[config.mk]
export PLATFORM = sky130hd
export DESIGN_NAME = instruction_fetch_unit
export DESIGN_NICKNAME = d
export VERILOG_FILES = /design/src/rtl/instruction_fetch_unit.sv
export SDC_FILE = /design/constraint.sdc
export NUM_CORES = 1
export LEC_CHECK = 0
export CORE_MARGIN = 8
export CORE_UTILIZATION = 30
export CTS_CLUSTER_SIZE = 30
export DETAILED_ROUTE_END_ITERATION = 8
export HOLD_SLACK_MARGIN = 0.03
export PLACE_DENSITY = 0.59
export SLEW_MARGIN = 25
export SYNTH_ARGS = -nofsm -noshare
export SYNTH_HDL_FRONTEND = slang
export SYNTH_SLANG_ARGS = --single-unit
export TNS_END_PERCENT = 50
[constraint.sdc]
create_clock -name clk -period 3.1 [get_ports clk]
set_input_delay 0.775 -clock clk [delete_from_list [all_inputs] [get_ports clk]]
set_output_delay 0.775 -clock clk [all_outputs]
set_load 0.03 [all_outputs]
[src/rtl/instruction_fetch_unit.sv]
// Sequential instruction fetcher feeding a small prefetch FIFO; the consumer pops
// from the head while fetch_pc walks memory, with redirect flushing the FIFO.
module instruction_fetch_unit #(
    parameter logic [31:0] RESET_PC = 32'd0,
    parameter logic [31:0] PC_STEP  = 32'd4,
    parameter int          DEPTH    = 4
) (
    input  logic                     clk,
    input  logic                     rst,
    input  logic                     fetch_en,
    output logic [31:0]              mem_address,
    input  logic [31:0]              mem_instruction,
    input  logic                     redirect,
    input  logic [31:0]              redirect_pc,
    output logic                     inst_valid,
    input  logic                     inst_ready,
    output logic [31:0]              inst_out,
    output logic [31:0]              inst_pc,
    output logic [$clog2(DEPTH):0]   buf_count,
    output logic                     dbg_state_o
);

    // Handshake: an entry transfers at a rising edge when inst_valid && inst_ready
    // and redirect is low; inst_out/inst_pc are held until that transfer happens.

    localparam int AW = $clog2(DEPTH);
    localparam int CW = AW + 1;
    localparam logic [CW-1:0] FULL = CW'(DEPTH);

    typedef enum logic {IDLE = 1'b0, RUN = 1'b1} state_t;

    state_t          state_q, state_d;
    logic [31:0]     fetch_pc_q, fetch_pc_d;
    logic [AW-1:0]   rd_ptr_q, rd_ptr_d;
    logic [AW-1:0]   wr_ptr_q, wr_ptr_d;
    logic [CW-1:0]   count_q, count_d;
    logic [31:0]     pc_mem_q  [DEPTH];
    logic [31:0]     ins_mem_q [DEPTH];
    logic            push;
    logic            pop;

    always_comb begin
        pop        = (count_q != '0) && inst_ready && !redirect;
        push       = (state_q == RUN) && !redirect && ((count_q != FULL) || pop);
        state_d    = fetch_en ? RUN : IDLE;
        fetch_pc_d = fetch_pc_q;
        rd_ptr_d   = rd_ptr_q;
        wr_ptr_d   = wr_ptr_q;
        count_d    = count_q;
        if (redirect) begin
            fetch_pc_d = redirect_pc;
            rd_ptr_d   = '0;
            wr_ptr_d   = '0;
            count_d    = '0;
        end else begin
            if (push) begin
                fetch_pc_d = fetch_pc_q + PC_STEP;
                wr_ptr_d   = wr_ptr_q + AW'(1);
            end
            if (pop) begin
                rd_ptr_d = rd_ptr_q + AW'(1);
            end
            // Simultaneous push and pop leaves occupancy unchanged.
            if (push && !pop) begin
                count_d = count_q + CW'(1);
            end else if (pop && !push) begin
                count_d = count_q - CW'(1);
            end
        end
    end

    always_ff @(posedge clk) begin
        if (!rst) begin
            state_q    <= IDLE;
            fetch_pc_q <= RESET_PC;
            rd_ptr_q   <= '0;
            wr_ptr_q   <= '0;
            count_q    <= '0;
        end else begin
            state_q    <= state_d;
            fetch_pc_q <= fetch_pc_d;
            rd_ptr_q   <= rd_ptr_d;
            wr_ptr_q   <= wr_ptr_d;
            count_q    <= count_d;
        end
    end

    // Storage needs no reset: the head is masked whenever the buffer is empty.
    always_ff @(posedge clk) begin
        if (push) begin
            pc_mem_q[wr_ptr_q]  <= fetch_pc_q;
            ins_mem_q[wr_ptr_q] <= mem_instruction;
        end
    end

    assign mem_address = fetch_pc_q;
    assign inst_valid  = (count_q != '0);
    assign inst_out    = inst_valid ? ins_mem_q[rd_ptr_q] : 32'd0;
    assign inst_pc     = inst_valid ? pc_mem_q[rd_ptr_q] : 32'd0;
    assign buf_count   = count_q;
    assign dbg_state_o = (state_q == RUN);

endmodule
Yosys cells after proc, flatten, opt, wreduce, memory -nomap -nowiden:

Memories as Yosys holds them, arrays and structs flattened. A register that Yosys moved wholly into a read port is not among the register bits.
Cells that the tools add are included.

* output and inout port bits: 101
* bits of input ports: 69
* memory bits (writable): 256
* memories: 2
* word-level logic and storage cells: 41
* register bits after elaboration: 40

* bitwise operators: 1
* equal/unequal tests: 1
* $add $sub $neg: 5
* multiplexer cells: 13
* reductions and logical operators: 14

Memory list
* ins_mem_q: words 4, bits a word 32, read ports 1, clocked after Yosys merged registers in 1, write ports 1, RTL line 38 `logic [31:0] ins_mem_q [DEPTH];`
* pc_mem_q: words 4, bits a word 32, read ports 1, clocked after Yosys merged registers in 1, write ports 1, RTL line 37 `logic [31:0] pc_mem_q [DEPTH];`

Operators by type and width (count)
* 32-bit two-way mux: 4
* 32-bit by 3-bit adder with 32-bit output (second input constant): 1
* 2-bit two-way mux: 4
* 1-bit logical AND: 6
* 3-bit two-way mux: 2
* 2-bit by 1-bit adder with 2-bit output (second input constant): 2
* 2-bit nonzero test: 2
* 3-bit by 1-bit adder with 3-bit output (second input constant): 1
* 1-bit zero test: 3
* 1-bit two-way mux: 3
* 3-bit != test (second input constant): 1
* 3-bit nonzero test: 1
* 3-bit by 1-bit subtractor with 3-bit output (second input constant): 1
* 2-bit OR reduction: 1
* 1-bit logical OR: 1
* 1-bit NOT: 1

Longest topological paths before layout:

* depth after elaboration: 9
* gate-level depth with buffers: 10
* depth with buffers taken out: 9

Least setup slack after synthesis:

No wires, ideal clock.

* path type: input to register
* start: in redirect
* end: mem ins_mem_q[3][0] (enable)
* slack: -0.196 ns
* buffers on the path: 2
* stages on the path: 4
* arrival: 2.867 ns
* required time: 2.671 ns
* library setup time: 0.429 ns
* cells stage by stage: clkbuf_1 > inv_1 > clkbuf_1 > and3_1

* cells in the longest elaborated chain, start to end: 6
* elaborated cells between the ends (all ways): 7
* those cells by class: mux: 2; reduce/logical: 5

RTL lines
* start, declared: RTL line 13 `input logic redirect,`
* 1-bit zero test (*): RTL line 43, 44
* 1-bit logical AND: RTL line 43 `pop = (count_q != '0) && inst_ready && !redirect;`
* 1-bit logical OR: RTL line 44 `push = (state_q == RUN) && !redirect && ((count_q != FULL) || pop);`
* 1-bit logical AND (*): RTL line 44
* 1-bit two-way mux (*): RTL line 90 `if (push) begin`
* 1-bit two-way mux (implied by the code) (*): RTL line 92 `ins_mem_q[wr_ptr_q] <= mem_instruction;`
* end, declared: RTL line 38

Every way passes the cells marked *; elsewhere a longest branch is shown, timed or not.

Worst setup path in the final report:

* start: reg count_q[0], in the netlist buf_count[0]
* end: out inst_valid

* cells in the longest elaborated chain, start to end: 1

RTL lines
* start, declared: RTL line 36 `logic [CW-1:0] count_q, count_d;`
* start signal, assigned: RTL line 84 `count_q <= count_d;`
* 3-bit nonzero test: RTL line 97 `assign inst_valid = (count_q != '0);`
* end, declared: RTL line 15 `output logic inst_valid,`

No other way between the ends.

==> impl_metrics.toml <==
[worst_setup_path]
path_class = "reg -> out"
endpoint_kind = "primary output"
cp.arrival_ns = 2.22
cp-startpoint = "buf_count[0]$_SDFFE_PP0P_"
worstPathMaxFanout = 16
worst_setup_path_start_kind = "register"
cp.required_ns = 2.32
r2r-start = "buf_count[0]$_SDFFE_PP0P_"

[floorplanning]
initial_core_util_pct = 30.2
fp.dieW_um = 215
design.die.area_mm2 = 0.0462
fp.dieH_um = 215
pin_count = 170
core_mm2 = 0.0394
rows = 73

[worst_hold_path]
min-delay-start = "wr_ptr_q[1]$_SDFFE_PP0P_"
hp-class = "reg -> reg"

[timing]
slew_headroom_pct = 51.9
worstMarginPinSlew_ns = 0.715
fmax_mhz = 334
setup_viol = 0
whs_ns = 0.505
rsz0062_at_grt = "no"
post-route-period-util_pct = 96.7
min_period_ns = 3.00
slew_violations = 0
hold_violations = 0
fin_skew_ns = 0.0222

[layout]
final_layout_size_suffix_gt1_share_pct = 20.7
areaGrowthSynthToFinish_pct = 29.9
final_cells = 1425
num_antenna_cells = 0
design_area_mm2 = 0.0154
fin_nets = 952

[clocking]
clock_latency_ns = 0.50
cts-root-buf = "clkbuf_16"
cts_tree = "yes"
htreeDepth = 2
path_clk_slew_ns = 0.06
clk_path_buf_depth = 3
hold_buffers = 0
cts_buffers = 34
cts.sinks = 298

[synthesis]
synth.most_common_cell = "edfxtp_1"
ys_seq_area_share_pct = 71.8
yosys_register_bits = 298
synth_cells = 672
yosysTopAreaCell = "edfxtp_1"
synth_top_area_share_pct = 64.7
yosys_warnings = 0
synth.distinct_cells = 41
ys_async_sr_fraction_pct = 0
synth_ff_type = "edfxtp_1"
synth-edff-count = 256
synth_nets = 748
synth.cell_area_mm2 = 0.0119
yosys-top-cells-area = "edfxtp_1, mux4_2, dfxtp_1"
synth_common_cells = "edfxtp_1, and2_1, mux4_2"
synth.avg_cell_area_um2 = 17.7

[drt]
totalWireLength_um = 30400
drt_iter0_drc = 407
wire_per_inst_um = 21.3
vias = 6654
drtAntennaViolNets = 0
firstDrtPassIters = 5
remaining_drc_errors = 0
viasPerCell = 4.67

[power]
peakVddDrop_v = 0.000301
p_leak_nw = 5.18
power.total_mw = 8.85
power_density_mw_per_mm2 = 574

[global_routing]
antenna_found_initial = 0
grt_usage_pct = 12.8
grt_pass1_wl_um = 45400
grt_pass1_vias = 6910
overflow = 0
grt_max_degree = 51

[place]
dp_hpwl_um = 20300
postPlaceCellArea_mm2 = 0.0144
portBuffers = 169
dp.cells = 1364
gp_congestion = 0.736

[outcome]
run_status = "finished, final reports clean"

[run]
cap_violations = 0
logic make-up after synthesis:
kind of cell | Yosys count | share of synthesized area [%]
flops | 298 | 71.8
simple gates | 159 | 8.03
mux | 68 | 12.5
compound gates | 63 | 2.89
buf+inv | 46 | 1.70
xor+xnor | 31 | 2.29
fa+ha+maj | 7 | 0.801
what timing repair did:
item                       CTS  global route
gates resized for setup     39             2
buffers inserted             1             0
setup endpoints to repair   50             4
state kept, by name, indices dropped and copies added (netlist names), named ones only:
signal,cells
buf_count,3
dbg_state_o,1
ins_mem_q,128
mem_address,32
pc_mem_q,128
rd_ptr_q,2
wr_ptr_q,2
power breakdown:
| group | switching (mW) | total, mW | internal, mW |
|---|---|---|---|
| combinational | 0.374 | 0.661 | 0.288 |
| clock | 1.51 | 3.69 | 2.18 |
| sequential | 0.0792 | 4.50 | 4.42 |
metrics by stage:
stage / util [%] / setup TNS [ns] / worst slack, ns
3_3_place_gp: 36.6 / 0 / 0.156
5_1_grt: 39.2 / 0 / 0.0180
4_1_cts: 39.2 / 0 / 0.00872
6_report: 39.2 / 0 / 0.103
2_1_floorplan: - / -12.14 / -0.190
3_5_place_dp: 36.6 / 0 / 0.163
path summary, 6_finish.rpt:
kind / to / slack [ns] / cells past startpoint
worst min register to register: wr_ptr_q[1]$_SDFFE_PP0P_ / 0.51 / 2
worst min-delay path: wr_ptr_q[1]$_SDFFE_PP0P_ / 0.51 / 2
worst max register to register: buf_count[2]$_SDFFE_PP0P_ / 0.44 / 10
worst max-delay path: inst_valid / 0.10 / 3
metal layers:
layer	wire length [um]	GRT usage, %
met1	14300	17.6
met2	13700	20.0
met3	1920	3.65
met4	512	2.99
met5	0	0
cell type report:
type,count,area (um2)
fillers,3621,23900
repair buffers,203,2000
flip-flops and latches,298,8540
clock buffers,50,973
clock inverters,10,50.0
well taps,525,657
multi-input cells,328,3170
inverters,11,41.3
worst max-delay path, cell delays in order (launching register included):
cell             delay (ns)
dfxtp_1                0.37
or3_2                  0.52
buf_4                  0.21
clkdlybuf4s50_1        0.62
placed cells by master, fill, tap and decap left out, types with 4 or more instances in the layout:
cell type,n
dfxtp_1,40
nor2_1,15
clkinv_1,4
and4_1,4
nor4_1,5
mux4_2,64
nand4_1,6
clkbuf_16,36
and3_4,4
dlygate4sd2_1,37
and3_1,8
clkbuf_1,12
nand2_1,18
nand4_2,4
edfxtp_1,256
o21ai_0,23
xnor2_1,18
clkinv_2,4
clkdlybuf4s50_1,105
buf_4,47
buf_12,13
ha_1,6
a21oi_1,28
mux2i_1,4
nor3_1,7
and2_1,67
nand3_1,12
inv_1,11
xor2_1,13
Power figures use the tool's default switching activity.
==> edit 1, RTL diff (same flow settings) <==
Put one more register stage on the output `buf_count`, with the module's reset. The value now appears one clock later. The other outputs are not delayed to match.
--- a/src/rtl/instruction_fetch_unit.sv
+++ b/src/rtl/instruction_fetch_unit.sv
@@ -97,7 +97,13 @@
     assign inst_valid  = (count_q != '0);
     assign inst_out    = inst_valid ? ins_mem_q[rd_ptr_q] : 32'd0;
     assign inst_pc     = inst_valid ? pc_mem_q[rd_ptr_q] : 32'd0;
-    assign buf_count   = count_q;
+    always_ff @(posedge clk) begin
+        if (!rst) begin
+            buf_count <= '0;
+        end else begin
+            buf_count <= count_q;
+        end
+    end
     assign dbg_state_o = (state_q == RUN);
 
 endmodule
Check against the original RTL: not equivalent (Yosys sat finds a counterexample within 4 cycles, from zero or initial values and one cycle with rst low).
==> edit 1 against the original RTL <==
Wire length rose by 0.99%; synthesized area rose by 0.39%; critical path type unchanged; sequential cell count rose by 3; cell area rose by 3.4%; count of clock-buffer cells in the layout fell by 4; combinational power fell by 2%; worst setup slack got worse by 24 ps; power rose by 8.2%.
==> edit 1: results (changes against the original RTL) <==
Status - completed
Highest net fanout along the worst path - 9 (-7)
Peak supply drop - 0.452 mV (+50%)
Switching power as a share of total power - 21.4% (-0.75 points)
Mapped Cells - 676 (+0.60%)
Delay contributed by the slowest stage of the critical path - 500 ps (-120 ps)
Worst endpoint data arrival time - 2250 ps (+30 ps)
Global router's overall resource usage - 12.9% (+0.039 points)
Placed cell count - 1375 (+0.81%)
Post-CTS Resized - 66 (+69%)
Layout filler cell count - 3644 (+0.64%)
Final critical-path required period - 3020 ps (+24.0 ps)
Layout cell share with drive strength beyond 1 - 21.6% (+0.89 points)
Leak Pwr - 5.38 nW (+3.9%)
Net count reported at finish - 973 (+2.2%)
Total CTS buffers - 35 (+2.9%)
Worst slack after detailed placement - 3.93 ps (-159 ps)
Initial drt markers - 400 (-1.7%)
Total detailed-routing wirelength - 30700 µm (+0.99%)
Maximum number of pins on one net before global-route repair - 53 (+3.9%)
Syn nets - 752 (+0.53%)
Number of post-CTS setup repair buffers - 0 (-1)
Slowest cell on the critical path - sky130_fd_sc_hd__mux4_2
Vias in the first global route - 7150 (+3.5%)
Clock Skews - 15.7 ps (-6.52 ps)
Most area-consuming cells after synthesis - sky130_fd_sc_hd__edfxtp_1, sky130_fd_sc_hd__mux4_2, sky130_fd_sc_hd__dfxtp_1
Routability cong. - 0.768 (+4.4%)
-- edit 1: cell count changes after synthesis, sizes merged, moves of 3 or more --
cell	delta
inv	-4
and3	-3
or4	+3
and2	+3
dfxtp	+3
o31a	-3
-- edit 1: cell families (layout without fill, tap and decap cells) --
group	count (synthesis)	in the layout	synth area share, %
flip-flops	301	301	72.0
AO/OA/AOI/OAI	59	59	2.65
multiplexers	68	68	12.4
AND/OR/NAND/NOR	166	166	8.24
adder cells (fa/ha/maj)	7	7	0.798
buffers and inverters	43	290	1.49
XOR/XNOR	32	32	2.35
-- edit 1: final timing paths --
check / from / to / slack (ps) / depth (start not counted)
max: flip-flop / inst_out[20] / 80 / 5
min: wr_ptr_q[1] / wr_ptr_q[1] / 500 / 2
max reg2reg: count_q[2] / count_q[2] / 430 / 10
min reg2reg: wr_ptr_q[1] / wr_ptr_q[1] / 500 / 2
-- edit 1: per-layer routing --
layer	up-vias	wire length [µm]	track usage, %
met2	228	14200	20.2
met3	47	1880	3.30
met5	-	0	0
met1	3546	13900	17.2
met4	0	683	4.31
li1	3085	-	-
-- edit 1: power by group through the flow --
stage               sequential (mW)  combinational (mW)  clock, mW
floorplan                      4.66               0.261          0
global placement               4.62               0.673          0
detailed placement             4.62               0.676          0
CTS                            4.54               0.657       4.53
global route                   4.55               0.696       4.66
finish                         4.54               0.649       4.38
-- edit 1: area by class of cell --
| class | count | area, µm² | share of cell area [%] |
|---|---|---|---|
| Multi-Input combinational cell | 332 | 3180 | 19.9 |
| Clock inverter | 17 | 241 | 1.51 |
| Inverter | 8 | 30.0 | 0.188 |
| Timing Repair Buffer | 219 | 2250 | 14.1 |
| Clock buffer | 46 | 1000 | 6.28 |
| Tap cell | 525 | 657 | 4.12 |
| Sequential cell | 301 | 8600 | 53.9 |
==> edit 2, RTL diff (config.mk and constraints unchanged) <==
Without the edit above. Set the parameter `DEPTH` to 8 (it was 4).
--- a/src/rtl/instruction_fetch_unit.sv
+++ b/src/rtl/instruction_fetch_unit.sv
@@ -3,7 +3,7 @@
 module instruction_fetch_unit #(
     parameter logic [31:0] RESET_PC = 32'd0,
     parameter logic [31:0] PC_STEP  = 32'd4,
-    parameter int          DEPTH    = 4
+    parameter int          DEPTH    = 8
 ) (
     input  logic                     clk,
     input  logic                     rst,
Ports: changed (resized buf_count); port bits go from 170 to 171. No check against the original RTL was run, so the function may have changed too.
==> edit 2 against the original RTL <==
Wire length is 81% higher; largest power group unchanged; register-to-register slack worse by 30 ps; sequential power is 86% higher; sequential cell count is 260 higher; maximum frequency is 5.3% lower; cell area is 84% higher; via count is 72% higher; synthesized area is 83% higher; the run now ends with negative setup slack left; worst setup slack worse by 170 ps; power is 85% higher.
==> edit 2: results (changes against the original RTL) <==
Clock latency at the later pin of the worst-skew pair - 610 ps (+110 ps)
FF-to-FF path depth - 12 (+2)
Worst endpoint data arrival time - 2390 ps (+170 ps)
Vias in the first global route - 12361 (+79%)
Placed cell count - 2237 (+64%)
Most area-consuming cells after synthesis - sky130_fd_sc_hd__edfxtp_1, sky130_fd_sc_hd__mux4_2, sky130_fd_sc_hd__dfxtp_1
Cell area after placement - 25600 µm² (+78%)
Global router's overall resource usage - 13.2% (+0.32 points)
Post-synth EDFFs - 512 (+100%)
Total of buffers placed on input and output ports - 170 (+0.59%)
Worst slack after detailed placement - -109 ps (-271 ps)
Detailed-routed wire length on met3 - 2690 µm (+40%)
Average footprint of a synthesized cell - 19.8 µm² (+12%)
Vias per inst - 4.80 (+2.8%)
Slowest cell on the critical path - sky130_fd_sc_hd__mux4_2
Status - complete, but fails checks
Leak Pwr - 8.90 nW (+72%)
Peak supply drop - 0.402 mV (+34%)
Net count reported at finish - 1458 (+53%)
Delay contributed by the slowest stage of the critical path - 530 ps (-90 ps)
Highest net fanout along the worst path - 6 (-10)
Total CTS buffers - 58 (+71%)
Layer carrying the most global-route usage - met2
Global Route met2 Usage - 21.5% (+1.4 points)
Routability cong. - 0.762 (+3.6%)
Violations in the final reports - negative setup slack
Maximum number of pins on one net before global-route repair - 48 (-5.9%)
Number of setup violations in the final report - 32 (+32)
Total detailed-routing wirelength - 54900 µm (+81%)
Routed wl met2 - 26100 µm (+91%)
Mean routed wirelength per cell - 23.0 µm (+8.1%)
Initial drt markers - 703 (+73%)
Half-perimeter wire length of the detailed placement result - 33100 µm (+63%)
Clock Skews - 21.4 ps (-0.809 ps)
Number of distinct standard cells referenced by the synthesized netlist - 44 (+7.3%)
Commonest cells in the netlist - sky130_fd_sc_hd__edfxtp_1, sky130_fd_sc_hd__mux4_2, sky130_fd_sc_hd__nor2_1, sky130_fd_sc_hd__mux2i_1, sky130_fd_sc_hd__dfxtp_1
Post-route setup slack - -63.9 ps (-167 ps)
Portion of the post-synthesis area used by sequential elements - 74.9% (+3.1 points)
Layout cell share with drive strength beyond 1 - 31.8% (+11 points)
-- edit 2: kinds of logic (layout without fill, tap and decap cells) --
group / Yosys count / count (layout) / share of synthesized area [%]
buffers and inverters: 63 / 397 / 1.18
multiplexers: 197 / 197 / 16.4
AO/OA/AOI/OAI: 68 / 68 / 1.78
flip-flops: 558 / 558 / 74.9
AND/OR/NAND/NOR: 169 / 169 / 3.86
XOR/XNOR: 34 / 34 / 1.37
other: 0 / 1 / 0
adder cells (fa/ha/maj): 7 / 7 / 0.437
-- edit 2: critical path: cells and delay by family (launching register included) --
kind,cells,cell delay (ps)
flip-flops,1,370
buffers and inverters,4,550
AND/OR/NAND/NOR,1,80
multiplexers,2,780
-- edit 2: what timing repair did --
action / in CTS / in global routing
resized for setup: 287 / 26
setup buffers: 16 / 10
cloned: 9 / 2
pin swaps: 1 / 4
setup endpoints to repair: 64 / 64
-- edit 2: final timing paths --
kind	start	end	slack [ps]
hold reg to reg	rd_ptr_q[2]	flip-flop	570
setup reg to reg	buf_count[0]	buf_count[3]	410
setup / recovery	flip-flop	inst_pc[6]	-60
hold / removal	rd_ptr_q[2]	flip-flop	570
-- edit 2: where the power goes --
part | switching, mW | leakage [nW] | internal, mW | total [mW]
sequential | 0.0907 | 5.03 | 8.29 | 8.38
clock | 2.85 | 0.891 | 3.99 | 6.84
combinational | 0.627 | 2.98 | 0.501 | 1.13
-- edit 2: layout make-up --
type	instances	area [µm²]	area share, %
flip-flops and latches	558	16300	57.6
multi-input cells	475	5560	19.6
repair buffers	283	3360	11.9
clock buffers	79	1540	5.44
well taps	950	1190	4.20
clock inverters	29	337	1.19
inverters	6	22.5	0.0795
diodes	1	2.50	0.00884
